## src/rtl/instr_encode_pkg.sv

```systemverilog
// Shared command codes, MIPS opcode/funct constants and field-packing helpers
// used by the instruction encoder and the decoder.
package instr_encode_pkg;

    typedef enum logic [3:0] {
        CMD_ADD  = 4'd0,
        CMD_SUB  = 4'd1,
        CMD_SLT  = 4'd2,
        CMD_JR   = 4'd3,
        CMD_LW   = 4'd4,
        CMD_SW   = 4'd5,
        CMD_BEQ  = 4'd6,
        CMD_BNE  = 4'd7,
        CMD_XORI = 4'd8,
        CMD_ADDI = 4'd9,
        CMD_J    = 4'd10,
        CMD_JAL  = 4'd11
    } cmd_e;

    typedef enum logic {
        ST_EMPTY = 1'b0,
        ST_FULL  = 1'b1
    } state_e;

    localparam logic [5:0] OP_SPECIAL = 6'h00;
    localparam logic [5:0] OP_LW      = 6'h23;
    localparam logic [5:0] OP_SW      = 6'h2b;
    localparam logic [5:0] OP_BEQ     = 6'h04;
    localparam logic [5:0] OP_BNE     = 6'h05;
    localparam logic [5:0] OP_XORI    = 6'h0e;
    localparam logic [5:0] OP_ADDI    = 6'h08;
    localparam logic [5:0] OP_J       = 6'h02;
    localparam logic [5:0] OP_JAL     = 6'h03;

    localparam logic [5:0] FN_ADD = 6'h20;
    localparam logic [5:0] FN_SUB = 6'h22;
    localparam logic [5:0] FN_SLT = 6'h2a;
    localparam logic [5:0] FN_JR  = 6'h08;

    function automatic logic [31:0] enc_r(input logic [4:0] rs, input logic [4:0] rt,
                                          input logic [4:0] rd, input logic [5:0] funct);
        return {OP_SPECIAL, rs, rt, rd, 5'd0, funct};
    endfunction

    function automatic logic [31:0] enc_i(input logic [5:0] op, input logic [4:0] rs,
                                          input logic [4:0] rt, input logic [15:0] imm);
        return {op, rs, rt, imm};
    endfunction

    function automatic logic [31:0] enc_j(input logic [5:0] op, input logic [25:0] target);
        return {op, target};
    endfunction

endpackage

```

## src/rtl/instr_encode_pack.sv

```systemverilog
// Combinational field packer: command plus register/immediate/jump fields
// in, 32-bit instruction word and a legal flag out.
module instr_pack
    import instr_encode_pkg::*;
(
    input  logic [3:0]  i_cmd,
    input  logic [4:0]  i_rd,
    input  logic [4:0]  i_rt,
    input  logic [4:0]  i_rs,
    input  logic [15:0] i_imm,
    input  logic [27:0] i_jaddr,
    output logic [31:0] o_word,
    output logic        o_legal
);

    always_comb begin
        o_word  = '0;
        o_legal = 1'b1;
        case (i_cmd)
            CMD_ADD:  o_word = enc_r(i_rs, i_rt, i_rd, FN_ADD);
            CMD_SUB:  o_word = enc_r(i_rs, i_rt, i_rd, FN_SUB);
            CMD_SLT:  o_word = enc_r(i_rs, i_rt, i_rd, FN_SLT);
            CMD_JR:   o_word = enc_r(i_rs, 5'd0, 5'd0, FN_JR);
            CMD_LW:   o_word = enc_i(OP_LW,   i_rs, i_rt, i_imm);
            CMD_SW:   o_word = enc_i(OP_SW,   i_rs, i_rt, i_imm);
            CMD_BEQ:  o_word = enc_i(OP_BEQ,  i_rs, i_rt, i_imm);
            CMD_BNE:  o_word = enc_i(OP_BNE,  i_rs, i_rt, i_imm);
            CMD_XORI: o_word = enc_i(OP_XORI, i_rs, i_rt, i_imm);
            CMD_ADDI: o_word = enc_i(OP_ADDI, i_rs, i_rt, i_imm);
            // Jump targets are byte addresses; a non word-aligned target cannot be encoded.
            CMD_J: begin
                o_word  = enc_j(OP_J, i_jaddr[27:2]);
                o_legal = (i_jaddr[1:0] == 2'b00);
            end
            CMD_JAL: begin
                o_word  = enc_j(OP_JAL, i_jaddr[27:2]);
                o_legal = (i_jaddr[1:0] == 2'b00);
            end
            default:  o_legal = 1'b0;
        endcase
    end

endmodule

```

## src/rtl/instr_encode.sv

```systemverilog
// Instruction encoder: accepts commands, emits one encoded word per accept
// with an auto-incrementing word address for the instruction-memory writer.
module instr_encode
    import instr_encode_pkg::*;
#(
    parameter int                ADDR_W    = 10,
    parameter logic [ADDR_W-1:0] BASE_ADDR = '0
) (
    input  logic              clk,
    input  logic              rst_n,
    input  logic              restart,
    input  logic              in_valid,
    output logic              in_ready,
    input  logic [3:0]        cmd,
    input  logic [4:0]        rd,
    input  logic [4:0]        rt,
    input  logic [4:0]        rs,
    input  logic [15:0]       imm,
    input  logic [27:0]       jAddr,
    output logic              out_valid,
    input  logic              out_ready,
    output logic [31:0]       out_instr,
    output logic [ADDR_W-1:0] out_addr,
    output logic              err,
    input  logic              err_clr
);

    logic [31:0] w_word;
    logic        w_legal;
    logic        w_accept;
    logic        w_drain;

    state_e            r_state;
    logic [31:0]       r_instr;
    logic [ADDR_W-1:0] r_addr;
    logic              r_err;

    instr_pack u_pack (
        .i_cmd   (cmd),
        .i_rd    (rd),
        .i_rt    (rt),
        .i_rs    (rs),
        .i_imm   (imm),
        .i_jaddr (jAddr),
        .o_word  (w_word),
        .o_legal (w_legal)
    );

    assign out_valid = (r_state == ST_FULL);
    assign out_instr = r_instr;
    assign out_addr  = r_addr;
    assign err       = r_err;

    assign in_ready = (!out_valid || out_ready) && !restart;
    assign w_accept = in_valid && in_ready;
    assign w_drain  = out_valid && out_ready;

    always_ff @(posedge clk or negedge rst_n) begin
        if (!rst_n) begin
            r_state <= ST_EMPTY;
            r_instr <= '0;
            r_addr  <= BASE_ADDR;
            r_err   <= 1'b0;
        end else begin
            if (restart) begin
                r_state <= ST_EMPTY;
                r_addr  <= BASE_ADDR;
            end else begin
                if (w_drain)
                    r_addr <= r_addr + ADDR_W'(1);
                if (w_accept && w_legal) begin
                    r_state <= ST_FULL;
                    r_instr <= w_word;
                end else if (w_drain) begin
                    r_state <= ST_EMPTY;
                end
            end
            // A new illegal accept wins over a simultaneous clear.
            if (w_accept && !w_legal)
                r_err <= 1'b1;
            else if (err_clr)
                r_err <= 1'b0;
        end
    end

endmodule

```

## config.mk

```make
export PLATFORM = sky130hd
export DESIGN_NAME = instr_encode
export DESIGN_NICKNAME = d
export VERILOG_FILES = /design/src/rtl/instr_encode_pkg.sv /design/src/rtl/instr_encode_pack.sv /design/src/rtl/instr_encode.sv
export SDC_FILE = /design/constraint.sdc
export NUM_CORES = 1
export LEC_CHECK = 0
export BUFFER_PORTS_ARGS = -buffer_cell sky130_fd_sc_hd__buf_4
export CORE_MARGIN = 2
export CORE_UTILIZATION = 41
export DETAILED_ROUTE_END_ITERATION = 10
export PLACE_DENSITY = 0.78
export SKIP_LAST_GASP = 1
export SLEW_MARGIN = 20
export SYNTH_ARGS = -nofsm -noshare
export SYNTH_HDL_FRONTEND = slang
export SYNTH_HIERARCHICAL = 1
export SYNTH_SLANG_ARGS = --single-unit
export TNS_END_PERCENT = 50
```

## constraint.sdc

```tcl
create_clock -name clk -period 1.95 [get_ports clk]
set_input_delay 0.39 -clock clk [delete_from_list [all_inputs] [get_ports clk]]
set_output_delay 0.39 -clock clk [all_outputs]
set_load 0.02 [all_outputs]
```

==> metrics.md <==
| Metric | Value |
|---|---|
| Synthesized cell area | `2390 um2` |
| Number of synthesized flops with an enable pin | `0` |
| Pin count of the biggest net entering global routing | `45` |
| Final setup fails | `0` |
| Multi-input gate area | `1150 um2` |
| Fin worst setup slack | `0.332 ns` |
| Port Buffers | `113` |
| RePlAce Congestion | `0.787` |
| FP Rows | `27` |
| Relative slew slack | `59.6%` |
| Worst Setup EP | `in_ready` |
| # nets final | `399` |
| Most numerous cell in the Yosys netlist | `dfrtp_1` |
| R2R Path End | `out_addr[8]$_DFFE_PN0P_` |
| Placed Instances | `394` |
| GR Util All Layers | `18.1%` |
| First-pass GRT wire length | `9180 um` |
| Max incr delay on CP | `0.44 ns` |
| Max-Cap Viols | `0` |
| Clock slew at reported path FFs | `0.08 ns` |
| Later-pin clock latency in the skew report | `0.28 ns` |
| Cell Count, Final, Fillers Out | `402` |
| Vias in the first global route | `2,058` |
| Synthesized Nets | `291` |
| Crit start category | `flip-flop` |
| Crit path capture type | `output port` |
| Synth Instances | `221` |
| Initial antenna violation count | `0` |
| Die Wd | `80.4 um` |
| Initial core utilization | `42.9%` |
| Die Area | `6460 um2` |
| Final Util | `60.7%` |
| DRT Pass-1 Iters | `4` |
| Crit path DAT | `1.23 ns` |
| Final-report hold violation count | `0` |
| P per Cell Area | `784 nW/um2` |
| Setup crit start | `out_valid$_DFFE_PN0P_` |
| Status | `complete, no violations` |
| Crit path kind | `flip-flop to output port` |
| Final Hold Slack | `0.0982 ns` |
| Post-synth cell types | `37` |
| Achievable Freq | `0.618 GHz` |
| Total clock sinks | `44` |
| Least-Margin Pin Slew | `0.606 ns` |
| Area share of the largest cell type after synthesis | `46.0%` |
| Number of fill cells in the layout | `505` |
| TritonCTS clock tree | `built` |
| H-tree depth | `2` |
| LEAKAGE | `1.70 nW` |
| Post-CTS Setup Inserts | `0` |
| Setup TNS | `0 ns` |
| Share of cells above drive strength 1 | `48.2%` |
| Cell taking the most area after synthesis | `dfrtp_1` |
| FF/Latch Area | `1100 um2` |
| HPWL after DPL | `4500 um` |
| Diodes inserted | `0` |
| Slowest stage cell, crit path | `dfrtp_1` |
| Total number of vias | `2,109` |
| Ports | `114` |
| Commonest cells in the netlist | `dfrtp_1 (44), mux2_2 (32), a21oi_1 (16), a22o_1 (13)` |
| Final wirelength | `5860 um` |
| Worst EP required | `1.56 ns` |
| Clk buf depth | `2` |
| Seq/Total Area, Yosys | `46.0%` |
| Grt total ovfl | `0` |
| Dpl cell area | `3270 um2` |
| Design area | `3380 um2` |
| Synth Flop Type | `dfrtp_1` |
| Peak supply drop | `0.000495 V` |
| Post-CTS Hold Fix Bufs | `0` |
| Skew final | `0.00465 ns` |
| Residual DRC | `0` |
| Post-route total power | `2.65 mW` |
| Critical-path cell list | `nand2b_1 -> nor2b_1 -> buf_4` |
| Synth async-reset ratio | `100%` |
| Dpl ws | `0.196 ns` |
| Worst r2r src | `out_addr[0]$_DFFE_PN0P_` |
| Mean cell area of the mapped netlist | `10.8 um2` |
| Flop2flop setup slack | `0.46 ns` |
| Largest fanout on the critical path | `6` |
| Antenna Violating Nets Remaining | `0` |
| CTS root buffer | `clkbuf_8` |
| Tcrit/Tclk final | `83.0%` |
| Layout overhead on the synthesized area | `41.4%` |
| Inserted Clock Buffers | `5` |
| Post-cts sizing count | `0` |
| RSZ-0062 raised after global routing | `false` |
| Synth warnings | `6` |
| Hold Crit Class | `input pin to asynchronous set/reset pin` |
| FF-to-FF path depth | `4` |
| Slew Viols, Final | `0` |
| Routed WL per cell | `14.6 um` |
| Top cells by area, synth | `dfrtp_1 (46%), mux2_2 (15%), a22o_1 (4.8%)` |
| Vias per cell | `5.25` |
| Die H | `80.4 um` |
| Core area | `5570 um2` |
| Register bit count reported by yosys | `44` |
| Post-layout minimum cycle time | `1.62 ns` |
| Iteration-0 DRC Markers | `74` |
## cell families (layout without fill, tap and decap cells)
family	Yosys count	in the layout	share of synthesized area [%]
compound gates	68	68	20.3
xor+xnor	2	2	0.732
fa+ha+maj	1	1	0.523
buf+inv	27	136	5.86
flops	44	44	46.0
mux	33	33	15.5
other cells	1	1	0.157
simple gates	45	45	10.9
## registers in the layout, indices dropped and copies added, names as in the netlist
register   count
out_valid      1
err            1
out_instr     32
out_addr      10
## placed cells by master, fill, tap and decap left out
cell       instances
a211oi_2           1
a21o_1             5
a21oi_1           16
a221o_1            1
a22o_1            13
a2bb2oi_1          5
a32o_1             1
and2_1             1
and3_1             1
and3b_1            2
buf_12             1
buf_4            116
bufinv_16          1
clkbuf_1           1
clkbuf_8           5
clkinv_2           1
conb_1             1
dfrtp_1           44
ha_1               1
inv_1             11
mux2_2            32
mux2i_1            1
nand2_1           11
nand2b_1           3
nand3_1            4
nand4_1            2
nand4b_2           1
nor2_1             3
nor2b_1            9
o211ai_1           1
o21ai_0            6
o21ai_2            1
o22ai_1            8
o2bb2ai_1          5
o31ai_1            5
or3_1              3
or4_1              5
xnor2_1            1
xor2_1             1
## worst min path at each step
stage / startpoint / endpoint / slack (ns)
6_report: rst_n / out_instr[27]$_DFFE_PN0P_ / 0.1
2_1_floorplan: rst_n / err$_DFFE_PN0P_ / 0.09
4_1_cts: rst_n / out_addr[9]$_DFFE_PN0P_ / 0.11
3_5_place_dp: rst_n / out_addr[9]$_DFFE_PN0P_ / 0.42
3_3_place_gp: rst_n / out_addr[8]$_DFFE_PN0P_ / 0.43
5_1_grt: rst_n / out_addr[8]$_DFFE_PN0P_ / 0.12
## worst max-delay path: cells and delay by family (launching register included)
family / cells / cell delay (ns)
simple gates: 2 / 0.34
flops: 1 / 0.44
buf+inv: 1 / 0.17
## report_power, final
group	internal (mW)	switching [mW]
combinational	0.438	0.412
clock	0.380	0.290
sequential	1.05	0.0774
## routing by layer
layer / share of wire [%] / up-vias / wire [um] / GRT usage (%)
li1: - / 1027 / - / -
met1: 40 / 1016 / 2360 / 20.8
met2: 52 / 64 / 3050 / 33.8
met3: 7.2 / 2 / 424 / 4.61
met4: 0.43 / 0 / 25 / 3.56
met5: 0 / - / 0 / 0
## final cells by class
class                      instances  share of cell area [%]
multi-input combinational        150                    34.0
sequential                        44                    32.6
clock inverter                     2                    1.04
tap                               72                    2.66
timing repair buffer             117                    26.3
clock buffer                       6                    2.15
inverter                          11                    1.22
Power figures use the tool's default switching activity.
